$ cat src/rtl/id_issue_scheduler_pkg.sv
// Shared types for the ID-stage issue scheduler.
// Drain FSM states, scoreboard entry and source-match helper.
package id_issue_scheduler_pkg;

  localparam logic [4:0] REG_ZERO = 5'd0;

  typedef enum logic [1:0] {
    IDLE    = 2'd0,
    DRAIN   = 2'd1,
    SIGNAL  = 2'd2,
    RELEASE = 2'd3
  } state_e;

  typedef struct packed {
    logic       v;
    logic [4:0] rd;
    logic       ld;
  } sb_entry_t;

  function automatic logic src_match(
    input logic       uses,
    input logic [4:0] r,
    input sb_entry_t  e
  );
    return uses & (r != REG_ZERO) & e.v & (e.rd == r);
  endfunction

endpackage

$ cat src/rtl/id_issue_scheduler_if.sv
// ID-stage request bundle and scheduler decisions.
// master = decode side, slave = scheduler.
interface id_issue_scheduler_if;
  logic       ID_Valid;
  logic [4:0] ID_RegA;
  logic       ID_UsesA;
  logic [4:0] ID_RegB;
  logic       ID_UsesB;
  logic [4:0] ID_WriteReg;
  logic       ID_RegWrite;
  logic       ID_MemRead;
  logic       ID_Syscall;
  logic       ID_IsLLSC;
  logic       Issue;
  logic       Bubble;
  logic       WANT_FREEZE;
  logic       SYS;
  logic       Busy;

  modport master (
    output ID_Valid, ID_RegA, ID_UsesA, ID_RegB, ID_UsesB,
    output ID_WriteReg, ID_RegWrite, ID_MemRead,
    output ID_Syscall, ID_IsLLSC,
    input  Issue, Bubble, WANT_FREEZE, SYS, Busy
  );

  modport slave (
    input  ID_Valid, ID_RegA, ID_UsesA, ID_RegB, ID_UsesB,
    input  ID_WriteReg, ID_RegWrite, ID_MemRead,
    input  ID_Syscall, ID_IsLLSC,
    output Issue, Bubble, WANT_FREEZE, SYS, Busy
  );
endinterface

$ cat src/rtl/id_issue_scheduler_scoreboard.sv
// In-flight destination shift register (EXE, MEM, WB)
// with source comparators producing the ID hazard.
module id_issue_scheduler_scoreboard
  import id_issue_scheduler_pkg::*;
#(
  parameter bit HAS_FORWARDING = 1'b1,
  parameter int SB_DEPTH       = 3
) (
  input  logic       CLK,
  input  logic       RESET,
  input  logic       i_push,
  input  logic [4:0] i_wreg,
  input  logic       i_ld,
  input  logic [4:0] i_rega,
  input  logic       i_usesa,
  input  logic [4:0] i_regb,
  input  logic       i_usesb,
  output logic       o_hazard
);

  sb_entry_t r_slot [SB_DEPTH];
  logic      w_hazard;

  always_ff @(posedge CLK or negedge RESET) begin
    if (!RESET) begin
      for (int i = 0; i < SB_DEPTH; i++) r_slot[i] <= '0;
    end else begin
      r_slot[0] <= '{v: i_push, rd: i_wreg, ld: i_ld};
      for (int i = 1; i < SB_DEPTH; i++) r_slot[i] <= r_slot[i-1];
    end
  end

  // With bypassing only a load in EXE cannot be forwarded in time.
  always_comb begin
    w_hazard = 1'b0;
    if (HAS_FORWARDING) begin
      w_hazard = r_slot[0].ld &
                 (src_match(i_usesa, i_rega, r_slot[0]) |
                  src_match(i_usesb, i_regb, r_slot[0]));
    end else begin
      for (int i = 0; i < SB_DEPTH; i++) begin
        w_hazard = w_hazard |
                   src_match(i_usesa, i_rega, r_slot[i]) |
                   src_match(i_usesb, i_regb, r_slot[i]);
      end
    end
  end

  assign o_hazard = w_hazard;

endmodule

$ cat src/rtl/id_issue_scheduler.sv
// ID issue/stall controller: hazard stalls plus the
// syscall / LL-SC drain sequence toward fetch.
module id_issue_scheduler
  import id_issue_scheduler_pkg::*;
#(
  parameter bit HAS_FORWARDING = 1'b1,
  parameter int SB_DEPTH       = 3,
  parameter int DRAIN_CYCLES   = 3
) (
  input logic                 CLK,
  input logic                 RESET,
  id_issue_scheduler_if.slave s_id
);

  localparam logic [2:0] CNT_INIT = 3'(DRAIN_CYCLES - 1);

  state_e     r_state;
  state_e     w_next;
  logic [2:0] r_cnt;
  logic [2:0] w_cnt_nxt;
  logic       r_llsc;
  logic       r_sys;
  logic       r_busy;
  logic       w_hazard;
  logic       w_issue;
  logic       w_freeze;
  logic       w_push;

  assign w_push = w_issue & s_id.ID_RegWrite &
                  (s_id.ID_WriteReg != REG_ZERO);

  id_issue_scheduler_scoreboard #(
    .HAS_FORWARDING(HAS_FORWARDING),
    .SB_DEPTH      (SB_DEPTH)
  ) u_sb (
    .CLK     (CLK),
    .RESET   (RESET),
    .i_push  (w_push),
    .i_wreg  (s_id.ID_WriteReg),
    .i_ld    (s_id.ID_MemRead),
    .i_rega  (s_id.ID_RegA),
    .i_usesa (s_id.ID_UsesA),
    .i_regb  (s_id.ID_RegB),
    .i_usesb (s_id.ID_UsesB),
    .o_hazard(w_hazard)
  );

  // A hazard beats a syscall; the syscall retries once the stall clears.
  always_comb begin
    w_next    = r_state;
    w_cnt_nxt = r_cnt;
    w_issue   = 1'b0;
    w_freeze  = 1'b0;
    unique case (r_state)
      IDLE: begin
        w_issue  = s_id.ID_Valid & ~w_hazard;
        w_freeze = s_id.ID_Valid & w_hazard;
        if (w_issue && s_id.ID_Syscall) begin
          w_next    = DRAIN;
          w_cnt_nxt = CNT_INIT;
        end
      end
      DRAIN: begin
        w_freeze = 1'b1;
        if (r_cnt == 3'd0) w_next = SIGNAL;
        else w_cnt_nxt = r_cnt - 3'd1;
      end
      SIGNAL: begin
        w_freeze = 1'b1;
        w_next   = RELEASE;
      end
      RELEASE: begin
        w_next = IDLE;
      end
      default: begin
        w_next = IDLE;
      end
    endcase
  end

  always_ff @(posedge CLK or negedge RESET) begin
    if (!RESET) begin
      r_state <= IDLE;
      r_cnt   <= 3'd0;
      r_llsc  <= 1'b0;
      r_sys   <= 1'b0;
      r_busy  <= 1'b0;
    end else begin
      r_state <= w_next;
      r_cnt   <= w_cnt_nxt;
      if (r_state == IDLE && w_next == DRAIN)
        r_llsc <= s_id.ID_IsLLSC;
      r_sys  <= (r_state == SIGNAL) & ~r_llsc;
      r_busy <= (w_next != IDLE);
    end
  end

  assign s_id.Issue       = w_issue;
  assign s_id.Bubble      = ~w_issue;
  assign s_id.WANT_FREEZE = w_freeze;
  assign s_id.SYS         = r_sys;
  assign s_id.Busy        = r_busy;

endmodule

$ cat src/flat_wrapper.sv
// flat-port wrapper written by rule: the top's interface ports become plain ports
module id_issue_scheduler_flat import id_issue_scheduler_pkg::*;
#(
  parameter bit HAS_FORWARDING = 1'b1,
  parameter int SB_DEPTH       = 3,
  parameter int DRAIN_CYCLES   = 3
)
  (CLK, RESET, s_id_ID_Valid, s_id_ID_RegA, s_id_ID_UsesA, s_id_ID_RegB, s_id_ID_UsesB, s_id_ID_WriteReg, s_id_ID_RegWrite, s_id_ID_MemRead, s_id_ID_Syscall, s_id_ID_IsLLSC, s_id_Issue, s_id_Bubble, s_id_WANT_FREEZE, s_id_SYS, s_id_Busy);
  id_issue_scheduler_if s_id_i ();
  input logic CLK;
  input logic RESET;
  input wire logic [$bits(s_id_i.ID_Valid)-1:0] s_id_ID_Valid;
  input wire logic [$bits(s_id_i.ID_RegA)-1:0] s_id_ID_RegA;
  input wire logic [$bits(s_id_i.ID_UsesA)-1:0] s_id_ID_UsesA;
  input wire logic [$bits(s_id_i.ID_RegB)-1:0] s_id_ID_RegB;
  input wire logic [$bits(s_id_i.ID_UsesB)-1:0] s_id_ID_UsesB;
  input wire logic [$bits(s_id_i.ID_WriteReg)-1:0] s_id_ID_WriteReg;
  input wire logic [$bits(s_id_i.ID_RegWrite)-1:0] s_id_ID_RegWrite;
  input wire logic [$bits(s_id_i.ID_MemRead)-1:0] s_id_ID_MemRead;
  input wire logic [$bits(s_id_i.ID_Syscall)-1:0] s_id_ID_Syscall;
  input wire logic [$bits(s_id_i.ID_IsLLSC)-1:0] s_id_ID_IsLLSC;
  output wire logic [$bits(s_id_i.Issue)-1:0] s_id_Issue;
  output wire logic [$bits(s_id_i.Bubble)-1:0] s_id_Bubble;
  output wire logic [$bits(s_id_i.WANT_FREEZE)-1:0] s_id_WANT_FREEZE;
  output wire logic [$bits(s_id_i.SYS)-1:0] s_id_SYS;
  output wire logic [$bits(s_id_i.Busy)-1:0] s_id_Busy;
  assign s_id_i.ID_Valid = s_id_ID_Valid;
  assign s_id_i.ID_RegA = s_id_ID_RegA;
  assign s_id_i.ID_UsesA = s_id_ID_UsesA;
  assign s_id_i.ID_RegB = s_id_ID_RegB;
  assign s_id_i.ID_UsesB = s_id_ID_UsesB;
  assign s_id_i.ID_WriteReg = s_id_ID_WriteReg;
  assign s_id_i.ID_RegWrite = s_id_ID_RegWrite;
  assign s_id_i.ID_MemRead = s_id_ID_MemRead;
  assign s_id_i.ID_Syscall = s_id_ID_Syscall;
  assign s_id_i.ID_IsLLSC = s_id_ID_IsLLSC;
  assign s_id_Issue = s_id_i.Issue;
  assign s_id_Bubble = s_id_i.Bubble;
  assign s_id_WANT_FREEZE = s_id_i.WANT_FREEZE;
  assign s_id_SYS = s_id_i.SYS;
  assign s_id_Busy = s_id_i.Busy;
  id_issue_scheduler #(.HAS_FORWARDING(HAS_FORWARDING), .SB_DEPTH(SB_DEPTH), .DRAIN_CYCLES(DRAIN_CYCLES)) u_core (.CLK(CLK), .RESET(RESET), .s_id(s_id_i));
endmodule
$ cat config.mk
export PLATFORM = sky130hd
export DESIGN_NAME = id_issue_scheduler_flat
export DESIGN_NICKNAME = d
export VERILOG_FILES = /design/src/rtl/id_issue_scheduler_pkg.sv /design/src/rtl/id_issue_scheduler_if.sv /design/src/rtl/id_issue_scheduler_scoreboard.sv /design/src/rtl/id_issue_scheduler.sv /design/src/flat_wrapper.sv
export SDC_FILE = /design/constraint.sdc
export NUM_CORES = 1
export LEC_CHECK = 0
export CAP_MARGIN = 25
export CORE_UTILIZATION = 42
export CTS_CLUSTER_DIAMETER = 40
export DETAILED_ROUTE_END_ITERATION = 10
export GPL_TIMING_DRIVEN = 0
export PLACE_DENSITY = 0.74
export RECOVER_POWER = 100
export SLEW_MARGIN = 20
export SYNTH_ARGS = -nofsm -noshare
export SYNTH_HDL_FRONTEND = slang
export SYNTH_SLANG_ARGS = --single-unit
export TNS_END_PERCENT = 1
$ cat constraint.sdc
create_clock -name CLK -period 1.7 [get_ports CLK]
set_clock_uncertainty 0.15 [all_clocks]
set_input_delay 0.34 -clock CLK [delete_from_list [all_inputs] [get_ports CLK]]
set_output_delay 0.34 -clock CLK [all_outputs]
set_load 0.005 [all_outputs]
==> results of run 1 <==
-- area by class of cell --
| cell class | count | share of cell area [%] |
|---|---|---|
| Buffer | 1 | 0.7550 |
| Clock buffer | 3 | 1.510 |
| Clock inverter | 1 | 0.3356 |
| Inverter | 10 | 2.685 |
| Multi-Input combinational cell | 83 | 44.80 |
| Sequential cell | 15 | 25.25 |
| Tap cell | 28 | 2.349 |
| Timing Repair Buffer | 38 | 22.32 |
-- worst paths after layout --
path / from / to / slack, ps / depth (start not counted)
setup / recovery: s_id_ID_UsesA / s_id_WANT_FREEZE / -440 / 7
hold / removal: u_core.r_llsc / u_core.s_id.SYS / 350 / 1
setup reg to reg: u_core.u_sb.r_slot[15] / u_core.r_cnt[1] / -260 / 6
hold reg to reg: u_core.r_llsc / u_core.s_id.SYS / 350 / 1
max in group asynchronous: RESET / u_core.r_state[0] / 560 / 1
min in group asynchronous: RESET / u_core.r_cnt[2] / 370 / 1
-- logic make-up (layout without fill, tap and decap cells) --
kind of cell | count (synthesis) | count (layout) | synth area share, %
buffers and inverters | 11 | 53 | 4.906
adder cells (fa/ha/maj) | 6 | 6 | 7.547
AND/OR/NAND/NOR | 48 | 48 | 27.80
XOR/XNOR | 8 | 8 | 7.044
AO/OA/AOI/OAI | 20 | 20 | 13.96
multiplexers | 1 | 1 | 1.006
flip-flops | 15 | 15 | 37.74
-- critical path, cell delays in order --
cell and delay, ps:
clkdlybuf4s50_1 460, nand3_1 80, nor2_2 200, and3_4 250, o21ai_2 70, a21oi_2 130, buf_2 120
-- power by group --
group	switching [W]	total (W)	internal, W	leakage, nW
logic	0.000520	0.000997	0.000477	0.447
registers	0.0000828	0.000538	0.000455	0.180
clock network	0.000118	0.000205	0.0000875	0.0177
total	0.000721	0.00174	0.00102	0.645
-- flip-flops by register name (all words and copies together), names as in the netlist --
signal and count:
u_core.u_sb.r_slot 7, u_core.r_cnt 3, u_core.r_state 2, u_core.r_llsc 1, u_core.s_id.Busy 1, u_core.s_id.SYS 1
-- stage by stage --
step                      power (W)  setup slack, ps  setup TNS (ps)  util (%)
final                      0.001741           -441.8           -2159     67.42
after global routing       0.001898           -543.6           -2957     67.42
after CTS                  0.001638           -464.5           -2039     63.80
after detailed placement   0.001426            -1015           -6309     59.22
after global placement     0.001391            -1035           -6253     59.22
after floorplan            0.001121            9.948               0         -
-- repair_timing --
| action | CTS | global route |
|---|---|---|
| hold endpoints to repair | 0 | 0 |
| pin swaps | 20 | 18 |
| setup endpoints to repair | 10 | 10 |
| resized for setup | 34 | 18 |
| buffers inserted | 8 | 4 |
-- cells in the mapped netlist (3+ instances only) --
library cell / number
nand2_1: 10
o21ai_0: 3
nand3_1: 4
ha_1: 6
xor2_1: 8
a31oi_1: 3
inv_1: 10
nor2_1: 12
and3_4: 3
dfrtp_1: 15
nand4_1: 3
-- layer usage --
metal | global-route usage, % | vias to the layer above
met5 | 0 | -
met2 | 38.00 | 15
met3 | 1.818 | 6
met4 | 6.944 | 0
li1 | - | 473
met1 | 27.98 | 462
==> flow_summary.yaml, run 1 <==
synth:
  synthTopCellsByArea: "dfrtp_1 (38%), ha_1 (7.5%), xor2_1 (7.0%)"
  synth_largest_area_cell: "dfrtp_1"
  ys_ff_latch: 15
  syn_area_per_cell_um2: 9.126
  synth_nets: 139
  synth_ff_type: "dfrtp_1"
  yosys_warnings: 0
  synth_edf_count: 0
  syn_inst: 109
  syn_area_um2: 994.7
  ys_seq_area_share_pct: 37.74
  synthDistinctLibCells: 36
  synthArstFlopShare_pct: 100.0
  synth_top_area_share_pct: 37.74
status:
  violations: "negative setup slack"
  outcome: "finished, violations left"
timing:
  hold_viol: 0
  rsz0062_at_grt: "yes"
  worst_slack_ps: -441.8
  max_slew_margin_pct: 55.31
  fmax_mhz: 466.9
  min_period_over_period_pct: 126.0
  worst_pin_slew_ps: 668.2
  setup_viol: 9
  slew_viol_final: 0
  period_needed_ps: 2142
  hold_slack_ps: 352.2
clock_network:
  clkTransAtPathRegs_ps: 90
  clk_path_buf_depth: 2
  cts-root-buf: "clkbuf_4"
  holdBufCountCts: 0
  insertion_delay_ps: 290
  cts_tree: "built"
  numCtsBuffers: 3
  h-tree-depth: 1
  cts.sinks: 15
power_and_ir_drop:
  powerDensity_mw_per_mm2: 1167
  ir_drop_uv: 927.1
  leakagePower_nw: 0.6446
floorplanning:
  coreArea_mm2: 0.002212
  dieArea_mm2: 0.002567
  initial_utilization_pct: 44.97
  dieWidth_um: 50.67
  die_y_um: 50.67
  io_pins: 29
  rows: 17
setup_path:
  worst_setup_path_end_kind: "output port"
  criticalPathCategory: "in -> out"
  cp_data_required_time_ps: 1210
  critPathLaunchType: "input pin"
  crit_arrival_ps: 1650
  worstPathMaxFanout: 3
detailed_routing:
  wirelength_mm: 2.528
  highest_layer: "met4"
  antenna_left: 0
  first_pass_iters: 4
  viasPerCell: 5.341
  vias: 956
  route.detailed.drc: 0
  wl_per_cell_um: 14.12
  wl_met3_um: 62
  wl_met1_mm: 1.107
  dr.first_iter.drc_count: 27
  routed-wl-met2_mm: 1.321
place:
  dp_hpwl_mm: 1.833
  place_inst: 165
  gp_congestion: 0.8666
  io_buffers: 28
  place_area_mm2: 0.001310
finish:
  layout-drive-gt1-share_pct: 30.46
  finalInstanceArea_mm2: 0.001491
  multi_input_area_um2: 668.1
  nNetsFinal: 182
  fillCellCount: 194
  seq_area_um2: 376.6
  antenna_cells: 0
  layout_common_cells: "dfrtp_1 (14), nor2_1 (10), clkdlybuf4s50_1 (9)"
  area_growth_pct: 49.94
  final_cells: 179
  layout_commonest_cell: "dfrtp_1"
global_routing:
  grt_pass1_wl_mm: 4.126
  grt_pass1_vias: 947
  antenna_found_initial: 0
  track_usage_pct: 21.70
  grt_max_degree: 16
  overflow: 0
worst_hold_path:
  hold_class: "reg -> reg"
job:
  maxCapViolations: 0
(Power assumes the default switching activity.)
==> run 2, diff against run 1 <==
- GPL_TIMING_DRIVEN: 0 -> 1
==> run 2 against run 1 <==
Critical path type is now reg -> out. Final cell count grew 7.8%. Critical endpoint unchanged. Largest cell class unchanged. Highest routed layer unchanged. Global-route usage grew 2.5 points. Largest power group unchanged. The run still ends with negative setup slack left. Critical path depth shrank 1.
==> flow_summary.yaml, run 2 (synthesis gave the netlist of run 1 again) <==
power_and_ir_drop:
  power.clock.fraction_pct: 11.3
  internal_power_w: 0.001103
  ir_drop_uv: 1211
  netSwitchingFraction_pct: 40.85
  leakagePower_nw: 0.7147
  p_seq_share_pct: 28.1
  power_frac_comb_pct: 60.6
  power_switching_w: 0.0007621
  powerDensity_mw_per_mm2: 1178
setup_path:
  rrSetupSlack_ps: -150
  crit_arrival_ps: 1660
  path_buf_inv: 1
  criticalPathCategory: "reg -> out"
  worst_setup_path_end_kind: "output port"
  r2r_cells: 8
  critical_path.cell_chain: "or2_1 -> o21ai_2 -> and3_4 -> o21ai_2 -> a21oi_1 -> buf_2"
  max_stage_delay_ps: 400
  critPathLaunchType: "flop"
  rr_startpoint: "u_core.u_sb.r_slot[19]"
  path_delay_family: "simple AND/OR/NAND/NOR gates"
  worst_path_max_delay_cell: "dfrtp_1"
  cp_data_required_time_ps: 1210
  worstPathMaxFanout: 3
  cp.depth: 6
  worstReg2RegEnd: "u_core.r_cnt[0]"
  critPathMostFrequentCell: "o21ai_2"
global_routing:
  grt_max_degree: 16
  overflow: 0
  grt_pass1_wl_mm: 4.650
  antenna_found_initial: 0
  grt_pass1_vias: 1079
  track_usage_pct: 24.20
finish:
  area_growth_pct: 59.25
  layout_common_cells: "buf_4 (19), dfrtp_1 (15), inv_1 (10), nor2_1 (10), nand2_1 (9)"
  layout-drive-gt1-share_pct: 34.55
  largest_reg_flops: 7
  reg_top3: "u_core.u_sb.r_slot: 7 flops, u_core.r_cnt: 3 flops, u_core.r_state: 2 flops"
  antenna_cells: 0
  nNetsFinal: 196
  final_util_pct: 71.61
  layout_commonest_cell: "buf_4"
  top_register: "u_core.u_sb.r_slot"
clock_network:
  holdBufCountCts: 0
  cts.sinks: 15
  numCtsBuffers: 3
  cts_tree: "built"
  h-tree-depth: 1
  insertion_delay_ps: 290
  cts-root-buf: "clkbuf_4"
  clkTransAtPathRegs_ps: 100
  clk_path_buf_depth: 2
floorplanning:
  initial_utilization_pct: 44.97
  rows: 17
  coreArea_mm2: 0.002212
  dieWidth_um: 50.67
  die_y_um: 50.67
  io_pins: 29
  dieArea_mm2: 0.002567
detailed_routing:
  wl_per_cell_um: 14.53
  route.detailed.drc: 0
  dr.first_iter.drc_count: 19
  vias: 1027
  first_pass_iters: 4
  wirelength_mm: 2.805
  viasPerCell: 5.321
  antenna_left: 0
place:
  pre_cts_ws_ps: -983.7
  dp_hpwl_mm: 2.031
  io_buffers: 28
  gp_congestion: 0.7929
timing:
  worst_pin_slew_ps: 863.0
  setup_viol: 9
  slew_viol_final: 0
  rsz0062_at_grt: "yes"
  max_slew_margin_pct: 42.47
  hold_viol: 0
  period_needed_ps: 2145
  min_period_over_period_pct: 126.2
  fmax_mhz: 466.2
  worst_slack_ps: -445.1
job:
  maxCapViolations: 0
worst_hold_path:
  min_path_cells: 1
  min_delay_worst_endpoint: "u_core.s_id.SYS"
  hold_start: "u_core.r_llsc"
  hold_class: "reg -> reg"
status:
  outcome: "finished, violations left"
  violations: "negative setup slack"
## run 2: worst max path at each step
stage	start	slack, ps	end
5_1_grt	u_core.u_sb.r_slot[17]	-520	s_id_WANT_FREEZE
6_report	u_core.u_sb.r_slot[19]	-450	s_id_WANT_FREEZE
3_5_place_dp	s_id_ID_RegA[0]	-980	s_id_WANT_FREEZE
4_1_cts	u_core.u_sb.r_slot[18]	-420	s_id_WANT_FREEZE
3_3_place_gp	s_id_ID_RegA[0]	-980	s_id_WANT_FREEZE
2_1_floorplan	u_core.u_sb.r_slot[19]	10	s_id_WANT_FREEZE
## run 2: layout make-up
cell class,count,area [µm²]
Clock inverter,1,5.005
Tap cell,28,35.03
Inverter,10,37.54
Sequential cell,15,375.4
Multi-Input combinational cell,83,656.9
Fill cell,161,628.1
Timing Repair Buffer,53,451.7
Clock buffer,3,22.52
## run 2: repair_timing
item | CTS | global route
endpoints found under the setup margin | 10 | 10
resized for setup | 42 | 6
pin swaps | 27 | 12
setup buffers | 7 | 0
endpoints found under the hold margin | 0 | 0
## run 2: power groups by stage
stage	combinational, W	clock [W]	sequential, W
global route	0.00123	0.000230	0.000535
CTS	0.00110	0.000213	0.000515
finish	0.00113	0.000211	0.000524
global placement	0.000993	0	0.000516
floorplan	0.000602	0	0.000519
detailed placement	0.00103	0	0.000523
## run 2: through the flow
| stage | cell area [µm²] | cells | setup TNS (ps) | power (W) | hold WS [ps] |
|---|---|---|---|---|---|
| after floorplan | 994.7 | 109 | 0 | 0.001121 | -105.6 |
| after global placement | 1434 | 182 | -5910 | 0.001509 | 325.7 |
| after detailed placement | 1434 | 182 | -6117 | 0.001551 | 327.0 |
| after CTS | 1565 | 193 | -1402 | 0.001826 | 208.5 |
| after global routing | 1584 | 193 | -2636 | 0.001993 | 378.5 |
| final | 1584 | 193 | -1813 | 0.001865 | 345.8 |
## run 2: metal layers
layer	wire length, µm	up-vias	global-route usage [%]
met5	0	-	0
met4	52	0	6.944
met3	61	6	2.727
met2	1506	23	45.78
met1	1185	499	28.22
li1	-	499	-
